==> src/rtl/mem_port_arbiter_if.sv <==
// Request, response and RAM-side signals of the IF/MEM shared-RAM arbiter.
// The slave modport is the arbiter; the master modport is the requesters plus the RAM.
interface mem_port_arbiter_if #(
  parameter int unsigned ADDR_W = 7,
  parameter int unsigned DATA_W = 32
);
  logic              if_req;
  logic [ADDR_W-1:0] if_addr;
  logic              if_stall;
  logic              if_valid;
  logic [DATA_W-1:0] if_rdata;

  logic              mem_req;
  logic              mem_we;
  logic [ADDR_W-1:0] mem_addr;
  logic [DATA_W-1:0] mem_wdata;
  logic              mem_stall;
  logic              mem_valid;
  logic [DATA_W-1:0] mem_rdata;

  logic [ADDR_W-1:0] ram_addr;
  logic              ram_we;
  logic [DATA_W-1:0] ram_wdata;
  logic [DATA_W-1:0] ram_rdata;

  modport slave (
    input  if_req, if_addr,
    output if_stall, if_valid, if_rdata,
    input  mem_req, mem_we, mem_addr, mem_wdata,
    output mem_stall, mem_valid, mem_rdata,
    output ram_addr, ram_we, ram_wdata,
    input  ram_rdata
  );

  modport master (
    output if_req, if_addr,
    input  if_stall, if_valid, if_rdata,
    output mem_req, mem_we, mem_addr, mem_wdata,
    input  mem_stall, mem_valid, mem_rdata,
    input  ram_addr, ram_we, ram_wdata,
    output ram_rdata
  );
endinterface

==> src/rtl/mem_port_arbiter.sv <==
// Shares one single-port RAM between fetch (IF) and memory stage (MEM); MEM has priority,
// with a starvation counter that forces an IF win after STARVE_MAX consecutive IF losses.
module mem_port_arbiter #(
  parameter int unsigned ADDR_W     = 7,
  parameter int unsigned DATA_W     = 32,
  parameter int unsigned STARVE_MAX = 3
) (
  input  logic                 clock,
  input  logic                 reset,
  mem_port_arbiter_if.slave    bus
);

  localparam int unsigned CNT_W = (STARVE_MAX < 1) ? 1 : $clog2(STARVE_MAX + 1);

  typedef enum logic [1:0] {
    RET_NONE,
    RET_IF,
    RET_MEM
  } ret_t;

  ret_t             owner;
  logic             owner_wr;
  logic [CNT_W-1:0] starve_cnt;
  logic             starved;
  logic             grant_if;
  logic             grant_mem;

  assign starved = (starve_cnt == CNT_W'(STARVE_MAX));

  always_comb begin
    grant_if  = bus.if_req & (~bus.mem_req | starved);
    grant_mem = bus.mem_req & ~grant_if;

    bus.if_stall  = bus.if_req & ~grant_if;
    bus.mem_stall = bus.mem_req & ~grant_mem;

    bus.ram_addr  = '0;
    bus.ram_we    = 1'b0;
    bus.ram_wdata = '0;
    if (grant_mem) begin
      bus.ram_addr  = bus.mem_addr;
      bus.ram_we    = bus.mem_we;
      bus.ram_wdata = bus.mem_wdata;
    end else if (grant_if) begin
      bus.ram_addr  = bus.if_addr;
    end
  end

  // Owner of the in-flight access; its return overlaps the next cycle's issue.
  always_ff @(posedge clock or negedge reset) begin
    if (!reset) begin
      owner      <= RET_NONE;
      owner_wr   <= 1'b0;
      starve_cnt <= '0;
    end else begin
      if (grant_mem)     owner <= RET_MEM;
      else if (grant_if) owner <= RET_IF;
      else               owner <= RET_NONE;
      owner_wr <= grant_mem & bus.mem_we;

      if (grant_if || !bus.if_req) starve_cnt <= '0;
      else if (!starved)           starve_cnt <= starve_cnt + CNT_W'(1);
    end
  end

  always_comb begin
    bus.if_valid  = (owner == RET_IF);
    bus.if_rdata  = '0;
    bus.mem_valid = (owner == RET_MEM);
    bus.mem_rdata = '0;
    if (owner == RET_IF) bus.if_rdata = bus.ram_rdata;
    if ((owner == RET_MEM) && !owner_wr) bus.mem_rdata = bus.ram_rdata;
  end

endmodule

==> src/flat_wrapper.sv <==
// flat-port wrapper written by rule: the top's interface ports become plain ports
module mem_port_arbiter_flat 
#(
  parameter int unsigned ADDR_W     = 7,
  parameter int unsigned DATA_W     = 32,
  parameter int unsigned STARVE_MAX = 3
)
  (clock, reset, bus_if_req, bus_if_addr, bus_if_stall, bus_if_valid, bus_if_rdata, bus_mem_req, bus_mem_we, bus_mem_addr, bus_mem_wdata, bus_mem_stall, bus_mem_valid, bus_mem_rdata, bus_ram_addr, bus_ram_we, bus_ram_wdata, bus_ram_rdata);
  mem_port_arbiter_if #(.ADDR_W(ADDR_W), .DATA_W(DATA_W)) bus_i ();
  input  logic clock;
  input  logic reset;
  input wire logic [$bits(bus_i.if_req)-1:0] bus_if_req;
  input wire logic [$bits(bus_i.if_addr)-1:0] bus_if_addr;
  output wire logic [$bits(bus_i.if_stall)-1:0] bus_if_stall;
  output wire logic [$bits(bus_i.if_valid)-1:0] bus_if_valid;
  output wire logic [$bits(bus_i.if_rdata)-1:0] bus_if_rdata;
  input wire logic [$bits(bus_i.mem_req)-1:0] bus_mem_req;
  input wire logic [$bits(bus_i.mem_we)-1:0] bus_mem_we;
  input wire logic [$bits(bus_i.mem_addr)-1:0] bus_mem_addr;
  input wire logic [$bits(bus_i.mem_wdata)-1:0] bus_mem_wdata;
  output wire logic [$bits(bus_i.mem_stall)-1:0] bus_mem_stall;
  output wire logic [$bits(bus_i.mem_valid)-1:0] bus_mem_valid;
  output wire logic [$bits(bus_i.mem_rdata)-1:0] bus_mem_rdata;
  output wire logic [$bits(bus_i.ram_addr)-1:0] bus_ram_addr;
  output wire logic [$bits(bus_i.ram_we)-1:0] bus_ram_we;
  output wire logic [$bits(bus_i.ram_wdata)-1:0] bus_ram_wdata;
  input wire logic [$bits(bus_i.ram_rdata)-1:0] bus_ram_rdata;
  assign bus_i.if_req = bus_if_req;
  assign bus_i.if_addr = bus_if_addr;
  assign bus_if_stall = bus_i.if_stall;
  assign bus_if_valid = bus_i.if_valid;
  assign bus_if_rdata = bus_i.if_rdata;
  assign bus_i.mem_req = bus_mem_req;
  assign bus_i.mem_we = bus_mem_we;
  assign bus_i.mem_addr = bus_mem_addr;
  assign bus_i.mem_wdata = bus_mem_wdata;
  assign bus_mem_stall = bus_i.mem_stall;
  assign bus_mem_valid = bus_i.mem_valid;
  assign bus_mem_rdata = bus_i.mem_rdata;
  assign bus_ram_addr = bus_i.ram_addr;
  assign bus_ram_we = bus_i.ram_we;
  assign bus_ram_wdata = bus_i.ram_wdata;
  assign bus_i.ram_rdata = bus_ram_rdata;
  mem_port_arbiter #(.ADDR_W(ADDR_W), .DATA_W(DATA_W), .STARVE_MAX(STARVE_MAX)) u_core (.clock(clock), .reset(reset), .bus(bus_i));
endmodule
==> config.mk <==
export PLATFORM = sky130hd
export DESIGN_NAME = mem_port_arbiter_flat
export DESIGN_NICKNAME = d
export VERILOG_FILES = /design/src/rtl/mem_port_arbiter_if.sv /design/src/rtl/mem_port_arbiter.sv /design/src/flat_wrapper.sv
export SDC_FILE = /design/constraint.sdc
export NUM_CORES = 1
export LEC_CHECK = 0
export BUFFER_PORTS_ARGS = -buffer_cell sky130_fd_sc_hd__buf_2
export CORE_AREA = 2 2 73 75
export CTS_BUF_LIST = sky130_fd_sc_hd__clkbuf_8 sky130_fd_sc_hd__clkbuf_16
export DETAILED_ROUTE_END_ITERATION = 10
export DIE_AREA = 0 0 75 77
export HOLD_SLACK_MARGIN = 0.1
export PLACE_DENSITY = 0.66
export SYNTH_ARGS = -nofsm -noshare
export SYNTH_HDL_FRONTEND = slang
export SYNTH_SLANG_ARGS = --single-unit
==> constraint.sdc <==
create_clock -name clock -period 3.85 [get_ports clock]
set_input_delay 0.5775 -clock clock [delete_from_list [all_inputs] [get_ports clock]]
set_output_delay 0.5775 -clock clock [all_outputs]
set_load 0.03 [all_outputs]
==> metrics.cfg <==
[cells_and_area]
finalInstanceArea_sq_um=1990
fill_cells=522
final_cell_mix=190 x buf_2, 97 x and2_1, 7 x a32o_1
fin_util_pct=40.1
mostFrequentLayoutCell=buf_2
final_nets=400
drive_gt1_share_pct=62.9
area_growth_syn_to_layout_pct=98.5

[worst_setup_path]
setup.worst_path.start_class=flip-flop
max_stage_delay_ns=0.63
reg2reg_slack_ns=2.24
arrival_ns=1.97
worst_r2r_endpoint=u_core.owner_wr
crit_path_end_kind=primary output
worstSetupPathType=reg -> out
cp_max_fo=41
crit-reg2reg-launch=u_core.starve_cnt[0]
critPathSlowestCell=a21boi_4
startpoint=u_core.starve_cnt[0]
reg2reg_depth=3
critPathRequiredTime_ns=3.27
path_cells=ha_1, a21boi_4, and2_1, buf_2

[die]
dieArea_sq_um=5780
die-height_microns=77
ios=191
initial_utilization_pct=20.2
die_x_microns=75
rows=26
core_sq_um=4980

[timing]
setup_viol=0
layout_setup_ws_ns=1.30
rsz0062_at_grt=false
finalCritPeriodShare_pct=66.2
setup_tns_ns=0
hold_viol=0
finalClockSkew_ns=0.00191
slew_headroom_pct=43.9
max_slew.worst_pin.slew_ns=0.840
final_max_slew_viol_count=0
fin_crit_ns=2.55
max_freq_mhz=392

[pwr]
p_per_area_nw_per_um2=206
leakagePower_nw=1.30
total_power_w=0.000411
ir_worst_vdd_mv=0.0989

[yosys]
synth.cell_area_sq_um=1000
synth.ff_latch_count=5
synth_area_per_cell_sq_um=7.55
synth_nets=217
synthCells=133
ys_seq_area_share_pct=12.5
synth.distinct_cells=18
ys_warn_count=0

[global_route]
antenna_found_initial=2
grt_max_degree=42
grt_use_met1_pct=13.0
top_usage_layer=met2
grt_use_total_pct=13.3
grt_pass1_wl_microns=6120
grt_pass1_vias=1373
grt_overflow=0
use_met3_pct=3.42
met2_usage_pct=25.5

[clocking]
cts.sinks=5
cts_tree=built
root_buffer=clkbuf_8
htree_levels=1
cts_hold_buffers=0
ctsResizeCount=0
cts_made_buffers=3
cts_setup_buffers=0
clkLatencyLatePin_ns=0.22
path_clk_slew_ns=0.04
clk_path_buf_depth=2

[place]
hpwlAfterDp_microns=3630
dpl_cell_area_sq_um=1950
place.gp.congestion=0.762
io_buffers=190
dp_slack_ns=1.41

[detailed_routing]
first_pass_iters=4
route.final.wire_length_microns=4200
vias=1525
viasPerCell=3.95
drtIter0Drc=17
drtAntennaViolNets=0
drc_errors=0
post_drt_wl_per_cell_microns=10.9

[run_status]
status=finished clean

[flow_run]
drv_cap=0

[worst_hold_path]
min_path_type=in -> async

[metal layers]
| layer | up-vias | part of all wire [%] | wire length, microns |
|---|---|---|---|
| li1 | 779 | - | - |
| met1 | 620 | 35 | 1470 |
| met2 | 116 | 50 | 2110 |
| met3 | 8 | 13 | 548 |
| met4 | 2 | 1.5 | 64 |
| met5 | - | 0.31 | 13 |
[synthesized netlist by cell type, drive strengths merged]
library cell  instances  area share, %
nor2                  1           0.37
and2                 98             61
a21boi                1            1.9
nor3                  1           0.50
buf                   7            7.1
nor3b                 2            2.6
ha                    1            1.2
and2b                 1           0.87
nor2b                 1           0.62
and3                  1           0.75
clkbuf                5            2.5
nand2                 1           0.37
dfrtp                 5             12
a32o                  7            7.0
nand2b                1           0.62
[through the flow]
step	std cells	hold WS [ns]
after global routing	385	0.165
final	386	0.161
after global placement	381	0.394
after detailed placement	381	0.398
after CTS	385	0.161
after floorplan	133	0.282
[flip-flops by register name (all words and copies together), names as in the netlist]
signal and count:
u_core.starve_cnt 2, u_core.owner 2, u_core.owner_wr 1
[how the worst max path moves through the flow]
stage / cells after the start / endpoint / slack (ns)
finish: 4 / bus_ram_we / 1.30
global route: 4 / bus_ram_we / 1.12
CTS: 4 / bus_ram_wdata[25] / 1.26
detailed placement: 4 / bus_ram_wdata[25] / 1.41
global placement: 4 / bus_ram_wdata[25] / 1.46
floorplan: 4 / bus_ram_we / 1.97
[logic make-up after synthesis]
| group | synth area share (%) |
|---|---|
| DFF | 12.5 |
| buffers and inverters | 9.59 |
| and+or+nand+nor | 67.9 |
| adders and majority gates | 1.25 |
| AOI/OAI and AO/OA | 8.84 |
[layout make-up]
| cell class | instances | area, sq um | area share [%] |
|---|---|---|---|
| tap | 70 | 87.6 | 4.39 |
| timing repair buffer | 190 | 951 | 47.7 |
| multi-input combinational | 116 | 783 | 39.3 |
| antenna | 1 | 2.50 | 0.125 |
| clock inverter | 1 | 3.75 | 0.188 |
| clock buffer | 3 | 41.3 | 2.07 |
| sequential | 5 | 125 | 6.27 |
[power by group]
| group | switching (W) | total, W | internal (W) |
|---|---|---|---|
| registers | 0.00000189 | 0.0000574 | 0.0000555 |
| clock network | 0.0000276 | 0.0000961 | 0.0000685 |
| logic | 0.000165 | 0.000257 | 0.0000929 |
| total | 0.000194 | 0.000411 | 0.000217 |
[critical path: cells and delay by family, from the launching register on]
kind / cells / cell delay [ns]
adders and majority gates: 1 / 0.28
and+or+nand+nor: 1 / 0.24
DFF: 1 / 0.37
buffers and inverters: 1 / 0.21
AOI/OAI and AO/OA: 1 / 0.63
(Power assumes the default switching activity.)
